===== src/rtl/pow_n_seq.sv =====
// rtl/pow_n_seq.sv - sequential n^exp by MSB-first square-and-multiply, one exponent bit per cycle
module pow_n_seq #(
    parameter int WIDTH     = 18,
    parameter int EXP_WIDTH = 4
) (
    input  logic                 clock,
    input  logic                 reset_n,
    input  logic                 run,
    input  logic [WIDTH-1:0]     n,
    input  logic [EXP_WIDTH-1:0] exp,
    output logic                 busy,
    output logic                 ready,
    output logic [WIDTH-1:0]     n_pow,
    output logic                 overflow
);

    localparam int PW = 2 * WIDTH;
    localparam int IW = (EXP_WIDTH > 1) ? $clog2(EXP_WIDTH) : 1;

    typedef enum logic [1:0] {IDLE, CALC, DONE} state_t;

    state_t               state_q;
    logic [WIDTH-1:0]     base_q;
    logic [EXP_WIDTH-1:0] exp_q;
    logic [IW-1:0]        idx_q;
    logic [WIDTH-1:0]     acc_q;
    logic                 ovf_q;
    logic [WIDTH-1:0]     n_pow_q;
    logic                 overflow_q;
    logic                 ready_q;
    logic                 busy_q;

    logic [PW-1:0]        sq_full;
    logic [PW-1:0]        mul_full;
    logic                 bit_set;
    logic [WIDTH-1:0]     acc_d;
    logic                 ovf_d;

    // Once acc has not yet overflowed it equals the true partial power, so any
    // high bit in either full-precision product means the true result overflows.
    always_comb begin
        sq_full  = PW'(acc_q) * PW'(acc_q);
        mul_full = PW'(sq_full[WIDTH-1:0]) * PW'(base_q);
        bit_set  = exp_q[idx_q];
        acc_d    = bit_set ? mul_full[WIDTH-1:0] : sq_full[WIDTH-1:0];
        ovf_d    = ovf_q | (|sq_full[PW-1:WIDTH]) | (bit_set & (|mul_full[PW-1:WIDTH]));
    end

    always_ff @(posedge clock or negedge reset_n) begin
        if (!reset_n) begin
            state_q    <= IDLE;
            base_q     <= '0;
            exp_q      <= '0;
            idx_q      <= '0;
            acc_q      <= '0;
            ovf_q      <= 1'b0;
            n_pow_q    <= '0;
            overflow_q <= 1'b0;
            ready_q    <= 1'b0;
            busy_q     <= 1'b0;
        end else begin
            ready_q <= 1'b0;
            case (state_q)
                CALC: begin
                    acc_q <= acc_d;
                    ovf_q <= ovf_d;
                    idx_q <= idx_q - IW'(1);
                    if (idx_q == '0) begin
                        state_q    <= DONE;
                        busy_q     <= 1'b0;
                        n_pow_q    <= acc_d;
                        overflow_q <= ovf_d;
                        ready_q    <= 1'b1;
                    end
                end
                default: begin
                    // IDLE and DONE both accept a new request, allowing back-to-back runs
                    if (run) begin
                        state_q <= CALC;
                        busy_q  <= 1'b1;
                        base_q  <= n;
                        exp_q   <= exp;
                        idx_q   <= IW'(EXP_WIDTH - 1);
                        acc_q   <= WIDTH'(1);
                        ovf_q   <= 1'b0;
                    end else begin
                        state_q <= IDLE;
                    end
                end
            endcase
        end
    end

    assign busy     = busy_q;
    assign ready    = ready_q;
    assign n_pow    = n_pow_q;
    assign overflow = overflow_q;

endmodule

===== config.mk =====
export PLATFORM = sky130hd
export DESIGN_NAME = pow_n_seq
export DESIGN_NICKNAME = d
export VERILOG_FILES = /design/src/rtl/pow_n_seq.sv
export SDC_FILE = /design/constraint.sdc
export NUM_CORES = 1
export LEC_CHECK = 0
export ABC_CLOCK_PERIOD_IN_PS = 24700
export CAP_MARGIN = 25
export CORE_UTILIZATION = 50
export CTS_CLUSTER_SIZE = 14
export DETAILED_ROUTE_END_ITERATION = 10
export PLACE_DENSITY = 0.66
export SLEW_MARGIN = 40
export SYNTH_ARGS = -nofsm -noshare
export SYNTH_HDL_FRONTEND = slang
export SYNTH_SLANG_ARGS = --single-unit

===== constraint.sdc =====
create_clock -name clock -period 24.7 [get_ports clock]
set_input_delay 7.41 -clock clock [delete_from_list [all_inputs] [get_ports clock]]
set_output_delay 7.41 -clock clock [all_outputs]
set_load 0.02 [all_outputs]

==> run_results.csv <==
group,metric,value,unit
timing,layout_setup_ws,12.93,ns
global_routing,overflow,0,
cts,htreeDepth,3,
final_layout,diodes,0,
worst_setup_path,r2r_setup_slack,12.93,ns
placed_design,post-place-ws,12.97,ns
logic_synthesis,synthArstFlopShare,100.0,%
placed_design,gp_congestion,0.9264,
global_routing,grt_pass1_vias,18240,
timing,fmax,0.08499,GHz
final_layout,layout.cells.most_common_list,"inv_1, fa_1, and2_1",
worst_setup_path,crit_top_cell,"fa_1",
detailed_routing,drc,0,
worst_setup_path,slowest_delay,0.72,ns
placed_design,io_buffer_count,45,
worst_setup_path,path_max_fanout,19,
worst_setup_path,r2r_end,"overflow",
logic_synthesis,netlist_area,22580,um^2
logic_synthesis,synth_nets,3203,
run,maxCapViolations,0,
detailed_routing,first_pass_iters,5,
detailed_routing,vias_per_cell,5.407,
logic_synthesis,ys_warn_count,0,
final_layout,syn_to_final_growth,5.615,%
cts,cts_setup_buffers,0,
detailed_routing,drtIter0Drc,1019,
logic_synthesis,seq_area_frac_synth,7.316,%
cts,path_clk_slew,0.06,ns
worst_setup_path,critical_path_required,24.94,ns
floorplan,fp.dieH,214.5,um
cts,insertion_delay,0.39,ns
cts,cts_tree,"yes",
cts,cts_buffers,9,
logic_synthesis,synth-main-ff-cell,"dfrtp_1",
logic_synthesis,synth_seq_cells,66,
worst_setup_path,crit_slowest_cell,"dfrtp_1",
logic_synthesis,syn_avg_cell_area,9.059,um^2
timing,finalSetupViolations,0,
global_routing,track_usage,26.13,%
timing,tns,0,ns
timing,slew_violations,0,
floorplan,die_area,46000,um^2
floorplan,die_w,214.5,um
worst_setup_path,critical_path_class,"reg -> reg",
timing,final-hold-violation-count,0,
worst_setup_path,cp-start-kind,"register",
cts,clock_path_buffers,2,
cts,post_cts_resized,0,
detailed_routing,totalWireLength,56.12,mm
timing,finalCritPeriodShare,47.64,%
final_layout,drive_above_1_share,3.633,%
worst_setup_path,cp.arrival,12.01,ns
final_layout,nFillCells,4065,
detailed_routing,dr_total_vias,16590,
logic_synthesis,synth-edff-count,0,
placed_design,hpwl,45.48,mm
floorplan,row_count,77,
logic_synthesis,synth.distinct_cells,76,
final_layout,final_nets,3183,
floorplan,start_util,50.83,%
worst_setup_path,cp-end-kind,"register",
logic_synthesis,syn_inst,2492,
run_status,status,"finished, final reports clean",
cts,clock_sinks,66,
global_routing,grt_max_degree,67,
timing,rsz0062_at_grt,"false",
timing,period_minus_slack,11.77,ns
worst_setup_path,rr_startpoint,"acc_q[4]",
final_layout,final_common_cell,"inv_1",
detailed_routing,wl_per_cell,18.29,um
cts,ctsRootBufferMaster,"clkbuf_16",
global_routing,antenna_found_initial,0,
worst_setup_path,startpoint,"acc_q[4]",
cts,postCtsHoldBufs,0,
timing,slew_headroom,43.91,%
timing,worst_pin_slew,0.8414,ns
floorplan,core,44410,um^2
detailed_routing,ant_nets,0,
worst_setup_path,crit_end,"overflow",
global_routing,grt_pass1_wl,95.03,mm
timing,finalClockSkew,0.01925,ns
worst_setup_path,ff2ff_path_depth,40,
floorplan,num_io_pins,46,
hold_path,hold_path_class,"reg -> reg",
## Yosys cell counts, types with 3 or more instances
cell type / count / area [um^2]
a211oi_1: 9 / 67.56
a211oi_2: 3 / 37.54
a21boi_1: 3 / 22.52
a21o_1: 20 / 150.1
a21oi_1: 77 / 385.4
a21oi_2: 3 / 26.28
a31oi_1: 15 / 93.84
and2_1: 249 / 1558
and3_1: 6 / 37.54
buf_1: 3 / 11.26
buf_2: 8 / 40.04
buf_6: 3 / 33.78
clkbuf_1: 79 / 296.5
clkbuf_8: 3 / 41.29
dfrtp_1: 66 / 1652
fa_1: 454 / 9089
ha_1: 232 / 2903
inv_1: 590 / 2215
mux2_2: 24 / 270.3
mux2i_1: 21 / 210.2
nand2_1: 244 / 915.9
nand2b_1: 22 / 137.6
nand3_1: 25 / 125.1
nand3b_1: 13 / 97.59
nand4_1: 9 / 56.30
nor2_1: 43 / 161.4
nor2b_1: 30 / 187.7
nor3_1: 12 / 60.06
nor4_1: 5 / 31.28
o2111ai_1: 7 / 61.31
o211ai_1: 14 / 105.1
o21a_1: 11 / 82.58
o21ai_0: 62 / 310.3
o21ai_1: 13 / 65.06
o31ai_1: 3 / 22.52
or3_1: 8 / 50.05
xnor2_1: 29 / 254.0
xor2_1: 27 / 236.5
## registers in the layout, summed over array words and instances (netlist names)
signal,count
exp_q,4
ready,1
overflow,1
state_q,2
n_pow,18
ovf_q,1
idx_q,2
base_q,18
acc_q,18
busy,1
## logic make-up after synthesis
logic type | share of synthesized area [%]
xor+xnor | 2.173
compound gates | 7.859
fa+ha+maj | 53.12
buf+inv | 11.71
flops | 7.316
mux | 2.228
simple gates | 15.60
## metrics by stage
stage | area, um^2 | hold WS [ns] | util [%] | std cells
after global routing | 23840 | 0.5116 | 53.68 | 3069
after CTS | 23840 | 0.4879 | 53.67 | 3069
after global placement | 23500 | 0.4636 | 52.91 | 3053
after detailed placement | 23520 | 0.4737 | 52.95 | 3053
after floorplan | 22580 | 0.4739 | - | 2492
final | 23840 | 0.4826 | 53.68 | 3069
## worst min path at each step
stage	from	end	slack (ns)	cells after the start
6_report	n_pow[8]	n_pow[8]	0.48	2
3_3_place_gp	n_pow[2]	n_pow[2]	0.46	2
4_1_cts	n_pow[8]	n_pow[8]	0.49	2
5_1_grt	n_pow[4]	n_pow[4]	0.51	2
2_1_floorplan	exp_q[2]	exp_q[2]	0.47	1
3_5_place_dp	n_pow[8]	n_pow[8]	0.47	2
## layout make-up
type | count | area (um^2) | area share, %
Clock buffer | 10 | 229.0 | 0.9603
Clock inverter | 6 | 90.09 | 0.3778
Inverter | 590 | 2215 | 9.288
Multi-Input combinational cell | 1739 | 18310 | 76.78
Sequential cell | 66 | 1652 | 6.927
Tap cell | 592 | 740.7 | 3.107
Timing Repair Buffer | 66 | 609.3 | 2.556
## worst max-delay path, delay by kind of cell, from the launching register on
family	cells	cell delay [ns]
fa+ha+maj	14	6.97
compound gates	9	1.83
simple gates	6	1.19
buf+inv	10	0.83
flops	1	0.72
xor+xnor	1	0.08
## metal layers
| layer | track usage, % | up-vias | share of wire, % |
|---|---|---|---|
| li1 | - | 7559 | - |
| met1 | 35.81 | 8502 | 44 |
| met2 | 43.56 | 453 | 48 |
| met3 | 4.099 | 79 | 5.8 |
| met4 | 6.143 | 0 | 2.0 |
| met5 | 0 | - | 0 |
Power is not shown: default switching activity piles up to over one toggle a cycle in this logic, so the estimate is an artifact.
